$ cat config.mk
export PLATFORM = sky130hd
export DESIGN_NAME = imm_ext_stage
export DESIGN_NICKNAME = d
export VERILOG_FILES = /design/src/rtl/imm_ext_stage_pkg.sv /design/src/rtl/imm_ext_core.sv /design/src/rtl/imm_ext_stage.sv
export SDC_FILE = /design/constraint.sdc
export NUM_CORES = 1
export LEC_CHECK = 0
export CAP_MARGIN = 20
export CORE_MARGIN = 5
export CORE_UTILIZATION = 39
export CTS_CLUSTER_SIZE = 28
export DETAILED_ROUTE_END_ITERATION = 8
export GPL_ROUTABILITY_DRIVEN = 1
export HOLD_SLACK_MARGIN = 0.08
export PLACE_DENSITY_LB_ADDON = 0.25
export SYNTH_ARGS = -nofsm -noshare
export SYNTH_HDL_FRONTEND = slang
export SYNTH_HIERARCHICAL = 1
export SYNTH_SLANG_ARGS = --single-unit
$ cat constraint.sdc
create_clock -name clk -period 5.4 [get_ports clk]
set_input_delay 1.35 -clock clk [delete_from_list [all_inputs] [get_ports clk]]
set_output_delay 1.35 -clock clk [all_outputs]
set_load 0.01 [all_outputs]
$ cat src/rtl/imm_ext_stage_pkg.sv
// Shared definitions for the immediate-extension stage: mode encodings and
// a helper that tells which encodings produce a defined result.
package imm_ext_stage_pkg;

   localparam logic [2:0] MODE_ZERO16 = 3'd0;
   localparam logic [2:0] MODE_SIGN16 = 3'd1;
   localparam logic [2:0] MODE_LUI    = 3'd2;
   localparam logic [2:0] MODE_JUMP26 = 3'd3;
   localparam logic [2:0] MODE_BRANCH = 3'd4;
   localparam logic [2:0] MODE_RAW26  = 3'd5;

   function automatic logic mode_is_legal(input logic [2:0] mode);
      return (mode <= MODE_RAW26);
   endfunction

endpackage

$ cat src/rtl/imm_ext_core.sv
// Combinational immediate extension / jump and branch target formation.
// Undefined modes yield zero data with the illegal flag raised.
module imm_ext_core
   import imm_ext_stage_pkg::*;
#(
   parameter int DATA_W = 32
) (
   input  logic [2:0]        mode,
   input  logic [15:0]       imm16,
   input  logic [25:0]       imm26,
   input  logic [DATA_W-1:0] pc,
   output logic [DATA_W-1:0] data,
   output logic              illegal
);

   logic [DATA_W-1:0] pc4;
   logic [DATA_W-1:0] zext16;
   logic [DATA_W-1:0] sext16;
   logic [DATA_W-1:0] lui_val;
   logic [DATA_W-1:0] jump_val;
   logic [DATA_W-1:0] branch_val;
   logic [DATA_W-1:0] raw26_val;

   assign pc4        = pc + DATA_W'(4);
   assign zext16     = {{(DATA_W-16){1'b0}}, imm16};
   assign sext16     = {{(DATA_W-16){imm16[15]}}, imm16};
   assign jump_val   = {pc4[DATA_W-1:28], imm26, 2'b00};
   assign branch_val = pc4 + (sext16 << 2);
   assign raw26_val  = {{(DATA_W-26){1'b0}}, imm26};

   // LUI is a 32-bit result; wider datapaths see it sign-extended.
   generate
      if (DATA_W > 32) begin : g_lui_wide
         assign lui_val = {{(DATA_W-32){imm16[15]}}, imm16, 16'h0000};
      end else begin : g_lui_narrow
         assign lui_val = {imm16, 16'h0000};
      end
   endgenerate

   always_comb begin
      data    = '0;
      illegal = !mode_is_legal(mode);
      case (mode)
         MODE_ZERO16: data = zext16;
         MODE_SIGN16: data = sext16;
         MODE_LUI:    data = lui_val;
         MODE_JUMP26: data = jump_val;
         MODE_BRANCH: data = branch_val;
         MODE_RAW26:  data = raw26_val;
         default:     data = '0;
      endcase
   end

endmodule

$ cat src/rtl/imm_ext_stage.sv
// Immediate-extension stage: extends on entry, then buffers results in a
// small non-bypassable FIFO with valid/ready on both sides and a flush.
module imm_ext_stage #(
   parameter int DATA_W = 32,
   parameter int DEPTH  = 2,
   parameter int TAG_W  = 5
) (
   input  logic              clk,
   input  logic              rst,
   input  logic              flush,
   input  logic              in_valid,
   output logic              in_ready,
   input  logic [2:0]        in_mode,
   input  logic [15:0]       in_imm16,
   input  logic [25:0]       in_imm26,
   input  logic [DATA_W-1:0] in_pc,
   input  logic [TAG_W-1:0]  in_tag,
   output logic              out_valid,
   input  logic              out_ready,
   output logic [DATA_W-1:0] out_data,
   output logic [TAG_W-1:0]  out_tag,
   output logic              out_illegal
);

   localparam int PTR_W = $clog2(DEPTH);
   localparam int CNT_W = PTR_W + 1;
   localparam logic [CNT_W-1:0] FULL_CNT = CNT_W'(DEPTH);

   logic [DATA_W-1:0] ext_data;
   logic              ext_illegal;

   imm_ext_core #(.DATA_W(DATA_W)) u_core (
      .mode    (in_mode),
      .imm16   (in_imm16),
      .imm26   (in_imm26),
      .pc      (in_pc),
      .data    (ext_data),
      .illegal (ext_illegal)
   );

   logic [DATA_W-1:0] data_mem [DEPTH];
   logic [TAG_W-1:0]  tag_mem  [DEPTH];
   logic              ill_mem  [DEPTH];

   logic [PTR_W-1:0] wptr_reg, wptr_next;
   logic [PTR_W-1:0] rptr_reg, rptr_next;
   logic [CNT_W-1:0] count_reg, count_next;
   logic             push, pop;

   // Ready depends on registered occupancy only, never on out_ready.
   assign in_ready  = (count_reg != FULL_CNT);
   assign out_valid = (count_reg != '0);
   assign push      = in_valid && in_ready && !flush;
   assign pop       = out_valid && out_ready && !flush;

   always_comb begin
      wptr_next  = wptr_reg;
      rptr_next  = rptr_reg;
      count_next = count_reg;
      if (flush) begin
         wptr_next  = '0;
         rptr_next  = '0;
         count_next = '0;
      end else begin
         if (push) wptr_next = wptr_reg + 1'b1;
         if (pop)  rptr_next = rptr_reg + 1'b1;
         case ({push, pop})
            2'b10:   count_next = count_reg + 1'b1;
            2'b01:   count_next = count_reg - 1'b1;
            default: count_next = count_reg;
         endcase
      end
   end

   always_ff @(posedge clk or posedge rst) begin
      if (rst) begin
         wptr_reg  <= '0;
         rptr_reg  <= '0;
         count_reg <= '0;
      end else begin
         wptr_reg  <= wptr_next;
         rptr_reg  <= rptr_next;
         count_reg <= count_next;
      end
   end

   // Storage is cleared on reset so the head reads as zero until first write.
   always_ff @(posedge clk or posedge rst) begin
      if (rst) begin
         for (int i = 0; i < DEPTH; i++) begin
            data_mem[i] <= '0;
            tag_mem[i]  <= '0;
            ill_mem[i]  <= 1'b0;
         end
      end else if (push) begin
         data_mem[wptr_reg] <= ext_data;
         tag_mem[wptr_reg]  <= in_tag;
         ill_mem[wptr_reg]  <= ext_illegal;
      end
   end

   assign out_data    = data_mem[rptr_reg];
   assign out_tag     = tag_mem[rptr_reg];
   assign out_illegal = ill_mem[rptr_reg];

endmodule

Word level (Yosys, flattened, before mapping):

Index checks and enable logic that the tools add are counted.

* multiplexer cells: 25
* multipliers: 0
* divide/modulo/power cells: 0
* magnitude comparators: 4
* bitwise logic cells: 2
* reduce and logical (&&, ||, !) cells: 12
* equality and inequality tests: 8
* shifts and indexed selects: 0
* add/sub/neg operators: 6

Operator list (count)
* $pmux 32 s6: 1
* $mux 32: 4
* $bwmux 64: 1
* $add 32x3->32 const B: 1
* $add 32x32->32: 1
* $demux 32 s1: 1
* $mux 5: 4
* $bwmux 10: 1
* $mux 1: 8
* $eq 3x2->1 const B: 2
* $eq 3x3->1 const B: 2
* $reduce_bool 2->1: 3
* $demux 5 s1: 1
* $logic_and 1x1->1: 5
* $ge 2x2->1 const B: 2
* $not 1->2: 2
* $pmux 2 s2: 1
* $eq 3x1->1 const B: 1
* $le 3x3->1 const B: 1
* $logic_not 3->1: 1
* $reduce_bool 3->1: 1
* $add 1x1->1 const B: 2
* $add 2x1->2 const B: 1
* $bwmux 2: 1
* 8 further kinds: 9

* memories: 0
* bits in writable memories: 0
* ROM bits: 0
* logic and storage cells: 66
* register bits after elaboration: 80
* bits in latches: 0

Longest topological paths before layout:

Gate-level depths: netlist of run 1.

* depth after elaboration: 6
* gate-level depth with buffers: 17
* depth with buffers taken out: 16

By module:

Netlist of run 1, hierarchy kept.

By module, submodules not included
* imm_ext_stage: cells each 228, area each 3543.4 µm², instances 1, sequential area each 2001.9 µm²
* imm_ext_core: cells each 477, area each 3250.6 µm², instances 1, sequential area each 0.0 µm²

Worst setup path before layout of run 1:

No wires, ideal clock.

* path type: input-to-reg
* start: in in_pc[2]
* end: reg data_mem[63] (netlist bit)
* slack: 0.895 ns
* stages: 15
* buffers on the path: 1
* data arrival time: 4.380 ns
* data required time: 5.275 ns
* cells stage by stage: ha_1 > nand2_1 > nor4_4 > nand3_1 > nor2_1 > xor2_1 > ha_1 > clkbuf_1 > nand4_1 > or4_1 > o21ai_2 > a211oi_2 > xnor2_1 > o22ai_1 > mux2_2

* longest elaborated chain between the ends: 4

RTL lines
* from (decl): line imm_ext_stage.sv:16 `input logic [DATA_W-1:0] in_pc,`
* $add 32x3->32 *: line imm_ext_core.sv:24 `assign pc4 = pc + DATA_W'(4);`
* $add 32x32->32: line imm_ext_core.sv:28 `assign branch_val = pc4 + (sext16 << 2);`
* $pmux 32 s6 *: line imm_ext_core.sv:43 `case (mode)`
* net ext_data[31]: line imm_ext_stage.sv:29 `logic [DATA_W-1:0] ext_data;`
* $bwmux 64 *: line imm_ext_stage.sv:96 `data_mem[wptr_reg] <= ext_data;`
* to (signal, indexed assignment): line imm_ext_stage.sv:96
* to (decl): line imm_ext_stage.sv:41 `logic [DATA_W-1:0] data_mem [DEPTH];`

The timed path passes the listed nets; every way through them passes the cells marked *.
A chain may end at the register's enable or synchronous reset.

Worst setup path in the final report of run 1:

* start: in in_pc[3]
* end: reg data_mem[59] (netlist bit)

* longest elaborated chain between the ends: 4

RTL lines (line)
* $add 32x3->32: imm_ext_core.sv:24
* $add 32x32->32: imm_ext_core.sv:28
* $pmux 32 s6: imm_ext_core.sv:43
* net ext_data[27]: imm_ext_stage.sv:29
* $bwmux 64: imm_ext_stage.sv:96

The timed path passes the listed nets, and every way through them passes these cells.

==> qor.csv, run 1 <==
stage;metric;value;unit
run_status;status;complete, no violations;
grt;grt_pass1_vias;5679;
grt;gr-usage-met3;2.755;%
synthesis;ys_ff_latch;80;
route;vias_per_cell;5.452;
final_layout;antennaDiodeCount;0;
sta;fin_skew;0.004646;ns
worst_setup_path;cp_max_fo;7;
synthesis;synth_top_area_cell;dfrtp_1;
clock_tree;clockBufferDepth;2;
sta;rsz0062_at_grt;no;
die;coreArea;17180;um^2
synthesis;synth_edf_count;0;
power;ir_drop;193.5;uV
final_layout;top_regs;data_mem (64), tag_mem (10);
synthesis;synth-seq-area-share;29.47;%
final_layout;layout-drive-gt1-share;22.57;%
final_layout;largest_reg_flops;64;
worst_setup_path;cp-end-kind;flop;
sta;tightest_slew;0.6349;ns
synthesis;synth_ff_type;dfrtp_1;
synthesis;synth_top_area_share;29.47;%
route;drt-total-wl;18.44;mm
die;die_y;142.0;um
clock_tree;root_buffer;clkbuf_16;
synthesis;syn_area;6794;um^2
final_layout;fin_nets;945;
sta;worst_slack;0.4394;ns
synthesis;yosysMostFrequentCell;mux2_2;
place;place_area;8258;um^2
synthesis;synth_common_cells;125 x mux2_2, 80 x dfrtp_1, 56 x a21oi_1;
sta;setup_viol;0;
grt;grt-busiest-layer;met2;
clock_tree;cts.sinks;80;
route;detail_route.first_pass.iterations;5;
sta;relSlewSlack;57.67;%
grt;grtUsageTotal;18.36;%
die;die_w;142.0;um
sta;fin_crit;4.961;ns
grt;use_met1;25.41;%
clock_tree;cts.clk_slew.worst_paths;0.06;ns
power;power.leakage;3.587;nW
synthesis;syn-mean-instance-area;9.637;um^2
place;place_ws;0.1113;ns
worst_setup_path;start_kind;primary input;
place;gp_congestion;0.9370;
grt;grt_overflow;0;
clock_tree;cts_resized;0;
die;die_area;20160;um^2
clock_tree;hold_buffers;0;
synthesis;ys_types;71;
sta;timing.fmax;0.2016;GHz
sta;tns;0;ns
flow_run;drv_cap;0;
grt;grt_use_met2;30.71;%
worst_setup_path;slowest_stage;or4_1;
sta;whs;0.4869;ns
worst_setup_path;crit_chain;clkdlybuf4s50_1 -> ha_1 -> nand2_1 -> nor4_4 -> nand3_1 -> nor2_1 -> xor2_1 -> ha_1 -> nand4_1 -> or4_1 -> o21ai_2 -> a21oi_1 -> xor2_1 -> o22ai_1 -> mux2_2;
route;drcViolationCount;0;
power;power_density;272.0;nW/um^2
place;port_buffers;126;
synthesis;ys.warnings.count;6;
route;dr_total_vias;5719;
worst_setup_path;path_class;in2reg;
worst_setup_path;path_buf_inv;1;
route;drtAntennaViolNets;0;
grt;grt_antenna_before_repair;0;
min_path;hold_path_class;reg2reg;
worst_setup_path;worstPathRequired;5.61;ns
clock_tree;postCtsSetupBuffers;0;
worst_setup_path;cpPeakStageDelay;0.58;ns
synthesis;syn_nets;830;
route;drt-initial-drc-count;342;
clock_tree;cts_buffers;9;
place;dp_cells;1034;
die;row_count;48;
final_layout;top_register;data_mem;
final_layout;syn2layout_area_growth;26.28;%
clock_tree;clkLatencyLatePin;0.32;ns
sta;min_period_over_period;91.86;%
synthesis;synth.area.top_cells;dfrtp_1 29%, mux2_2 21%, ha_1 6.8%;
clock_tree;cts_max_level;3;
sta;maxSlewViolCount;0;
die;start_util;39.55;%
die;io-pin-count;127;
worst_setup_path;arrival;5.17;ns
synthesis;async_flop_share;100.0;%
route;wl_per_cell;17.58;um
synthesis;synthCells;705;
sta;hold_viol;0;
worst_setup_path;path_delay_family;simple AND/OR/NAND/NOR gates;
clock_tree;cts_tree;yes;
final_layout;finalNonFillerCells;1049;
place;dp_hpwl;14.81;mm
grt;grt_pass1_wl;29.76;mm
final_layout;fin_area;8579;um^2
grt;grt_max_degree;41;
==> stage by stage <==
stage          util (%)  power, mW
6_report          49.95      2.334
5_1_grt           49.95      2.476
4_1_cts           49.95      2.364
3_5_place_dp      48.08      1.708
3_3_place_gp      48.08      1.698
2_1_floorplan         -      1.349
==> final timing paths <==
path	start	end	slack (ns)	cells past startpoint
worst max-delay path	in_pc[3]	data_mem[59]	0.44	15
worst min-delay path	tag_mem[9]	tag_mem[9]	0.49	1
worst max register to register	count_reg[1]	data_mem[0]	3.35	5
worst min register to register	tag_mem[9]	tag_mem[9]	0.49	1
max in group asynchronous	rst	data_mem[1]	3.17	3
min in group asynchronous	rst	count_reg[1]	1.36	2
==> cell type report <==
class                           count  area [um^2]
Clock buffer                       12        256.5
Clock inverter                      3        65.06
Fill cell                        1649         8597
Inverter                           18        67.56
Multi-Input combinational cell    567         4516
Sequential cell                    80         2002
Tap cell                          225        281.5
Timing Repair Buffer              144         1391
==> where the power goes <==
| group | internal [mW] | total (mW) | leakage (nW) | switching [mW] |
|---|---|---|---|---|
| Sequential | 0.742 | 0.808 | 1.02 | 0.0659 |
| Combinational | 0.487 | 0.884 | 2.41 | 0.398 |
| Clock | 0.426 | 0.642 | 0.159 | 0.216 |
| Total | 1.65 | 2.33 | 3.59 | 0.679 |
==> cells in the final DEF, fill, tap and decap left out, types with 18 or more instances in the layout <==
master and n:
nor2_1 31, a31oi_1 18, dfrtp_1 80, xor2_1 24, o21ai_0 20, xnor2_1 31
nand2_1 50, ha_1 37, nand3_1 20, mux2_2 125, a21oi_1 56, clkdlybuf4s50_1 125
buf_4 18
==> worst register-to-register path, stage by stage (launching register included) <==
cell and delay, ns:
dfrtp_1 0.44, nor2b_4 0.24, inv_2 0.06, nand4b_1 0.33, buf_4 0.47, mux2_2 0.40
==> metal layers <==
layer  part of all wire, %  vias up
li1                      -     2817
met1                    44     2702
met2                    49      181
met3                   5.4       19
met4                   1.6        0
met5                     0        -
==> logic make-up after synthesis <==
family                     after synthesis  share of synthesized area (%)
and+or+nand+nor                        173                          14.00
AOI/OAI and AO/OA                      165                          15.91
muxes                                  136                          22.36
DFF                                     80                          29.47
buffers and inverters                   58                          4.070
xor gates and xnor gates                55                          7.090
adders and majority gates               38                          7.109
(Power assumes the default switching activity.)
==> run 2, diff against run 1 <==
Settings changed: CORE_ASPECT_RATIO from default to 0.75.
==> qor.csv, run 2 (synthesis results as in run 1) <==
stage;metric;value;unit
run_status;status;complete, no violations;
place;place_ws;0.05253;ns
power;combPwrFrac;37.5;%
worst_setup_path;slowest_stage;or4_1;
place;gp_congestion;0.8657;
final_layout;top_register;data_mem;
place;dp_cells;1042;
die;coreArea;16980;um^2
clock_tree;cts.clk_slew.worst_paths;0.06;ns
route;vias_per_cell;5.491;
grt;grt_pass1_vias;5939;
clock_tree;cts.sinks;80;
die;die_area;20190;um^2
sta;hold_viol;0;
clock_tree;clkLatencyLatePin;0.33;ns
sta;timing.fmax;0.1980;GHz
sta;min_period_over_period;93.55;%
sta;whs;0.4926;ns
die;die_y;124.3;um
worst_setup_path;arrival;5.27;ns
power;pwr-share-seq;33.9;%
route;drcViolationCount;0;
worst_setup_path;cpPeakStageDelay;0.58;ns
clock_tree;hold_buffers;0;
place;port_buffers;126;
clock_tree;clockBufferDepth;2;
clock_tree;cts_resized;0;
final_layout;layout_common_cells;125 x mux2_2, 125 x clkdlybuf4s50_1, 80 x dfrtp_1, 56 x a21oi_1, 50 x nand2_1;
clock_tree;cts_tree;yes;
min_path;hold_path_class;reg2reg;
route;drt-total-wl;19.61;mm
route;wl_per_cell;18.52;um
power;switching_power;0.7057;mW
grt;grt_pass1_wl;31.26;mm
power;power_density;277.1;nW/um^2
route;drt-initial-drc-count;388;
power;p_sw_share;29.61;%
worst_setup_path;cp-end-kind;flop;
route;dr_total_vias;5815;
final_layout;finalNonFillerCells;1059;
sta;rsz0062_at_grt;no;
final_layout;syn2layout_area_growth;26.61;%
route;detail_route.first_pass.iterations;5;
final_layout;n_fill_cell;1590;
die;start_util;40.01;%
grt;grtUsageTotal;19.03;%
sta;tightest_slew;1.041;ns
power;ir_drop;180.1;uV
sta;worst_slack;0.3482;ns
final_layout;top_regs;data_mem (64), tag_mem (10);
clock_tree;postCtsSetupBuffers;0;
worst_setup_path;worstPathRequired;5.61;ns
flow_run;drv_cap;0;
grt;grt_max_degree;51;
sta;maxSlewViolCount;0;
power;power.leakage;3.575;nW
sta;tns;0;ns
place;dp_hpwl;15.61;mm
die;io-pin-count;127;
worst_setup_path;cp_max_fo;7;
worst_setup_path;path_class;in2reg;
sta;fin_skew;0.006721;ns
clock_tree;cts_max_level;3;
grt;grt_antenna_before_repair;0;
sta;setup_viol;0;
final_layout;fin_nets;942;
die;die_w;162.4;um
sta;relSlewSlack;30.48;%
final_layout;largest_reg_flops;64;
grt;grt_overflow;0;
sta;fin_crit;5.052;ns
clock_tree;cts_buffers;9;
worst_setup_path;crit_chain;clkdlybuf4s50_1 -> ha_1 -> nand2_1 -> nor4_4 -> nand3_1 -> nor2_1 -> xor2_1 -> ha_1 -> nand4_1 -> or4_1 -> o21ai_2 -> a211oi_2 -> xnor2_1 -> o22ai_1 -> mux2_2;
final_layout;layout-drive-gt1-share;22.29;%
power;internal-power;1.678;mW
power;clkPwrFrac;28.6;%
worst_setup_path;path_common_cell;ha_1;
die;row_count;41;
clock_tree;root_buffer;clkbuf_16;
route;drtAntennaViolNets;0;
worst_setup_path;start_kind;primary input;
==> run 2: worst paths after layout <==
check | from | endpoint | slack, ns | cells past startpoint
min in group asynchronous | rst | data_mem[27] | 1.43 | 2
max in group asynchronous | rst | data_mem[7] | 2.89 | 3
max reg2reg | count_reg[1] | data_mem[52] | 3.26 | 4
max | in_pc[2] | data_mem[31] | 0.35 | 15
min reg2reg | tag_mem[9] | tag_mem[9] | 0.49 | 1
min | tag_mem[9] | tag_mem[9] | 0.49 | 1
==> run 2: worst max-delay path, delay by kind of cell <==
kind | cells | cell delay [ns]
buf+inv | 1 | 0.53
xor+xnor | 2 | 0.25
fa+ha+maj | 2 | 0.69
mux | 1 | 0.30
simple gates | 6 | 1.68
compound gates | 3 | 0.47
==> run 2: layer usage <==
| layer | vias to the layer above | GRT usage [%] | part of all wire (%) |
|---|---|---|---|
| met5 | - | 0 | 0 |
| met2 | 159 | 29.83 | 45 |
| met1 | 2816 | 27.20 | 48 |
| met4 | 0 | 3.481 | 1.2 |
| met3 | 19 | 4.135 | 5.6 |
| li1 | 2821 | - | - |
==> run 2: power groups by stage <==
stage | logic (mW) | registers, mW | clock network, mW
6_report | 0.893 | 0.808 | 0.683
4_1_cts | 0.902 | 0.809 | 0.699
3_3_place_gp | 0.887 | 0.808 | 0
2_1_floorplan | 0.554 | 0.795 | 0
5_1_grt | 0.970 | 0.824 | 0.723
3_5_place_dp | 0.895 | 0.820 | 0
==> run 2: stage by stage <==
stage	power, mW	cell area [um^2]	util (%)
final	2.384	8602	50.66
after CTS	2.409	8597	50.63
after global routing	2.516	8597	50.63
after global placement	1.695	8262	48.66
after floorplan	1.349	6794	-
after detailed placement	1.715	8262	48.66
==> run 2: cell type report <==
| type | instances | area [um^2] | share of cell area, % |
|---|---|---|---|
| Antenna cell | 2 | 5.005 | 0.05818 |
| Clock buffer | 10 | 229.0 | 2.662 |
| Clock inverter | 5 | 106.4 | 1.236 |
| Inverter | 18 | 67.56 | 0.7855 |
| Multi-Input combinational cell | 567 | 4516 | 52.49 |
| Sequential cell | 80 | 2002 | 23.27 |
| Tap cell | 236 | 295.3 | 3.433 |
| Timing Repair Buffer | 141 | 1381 | 16.06 |
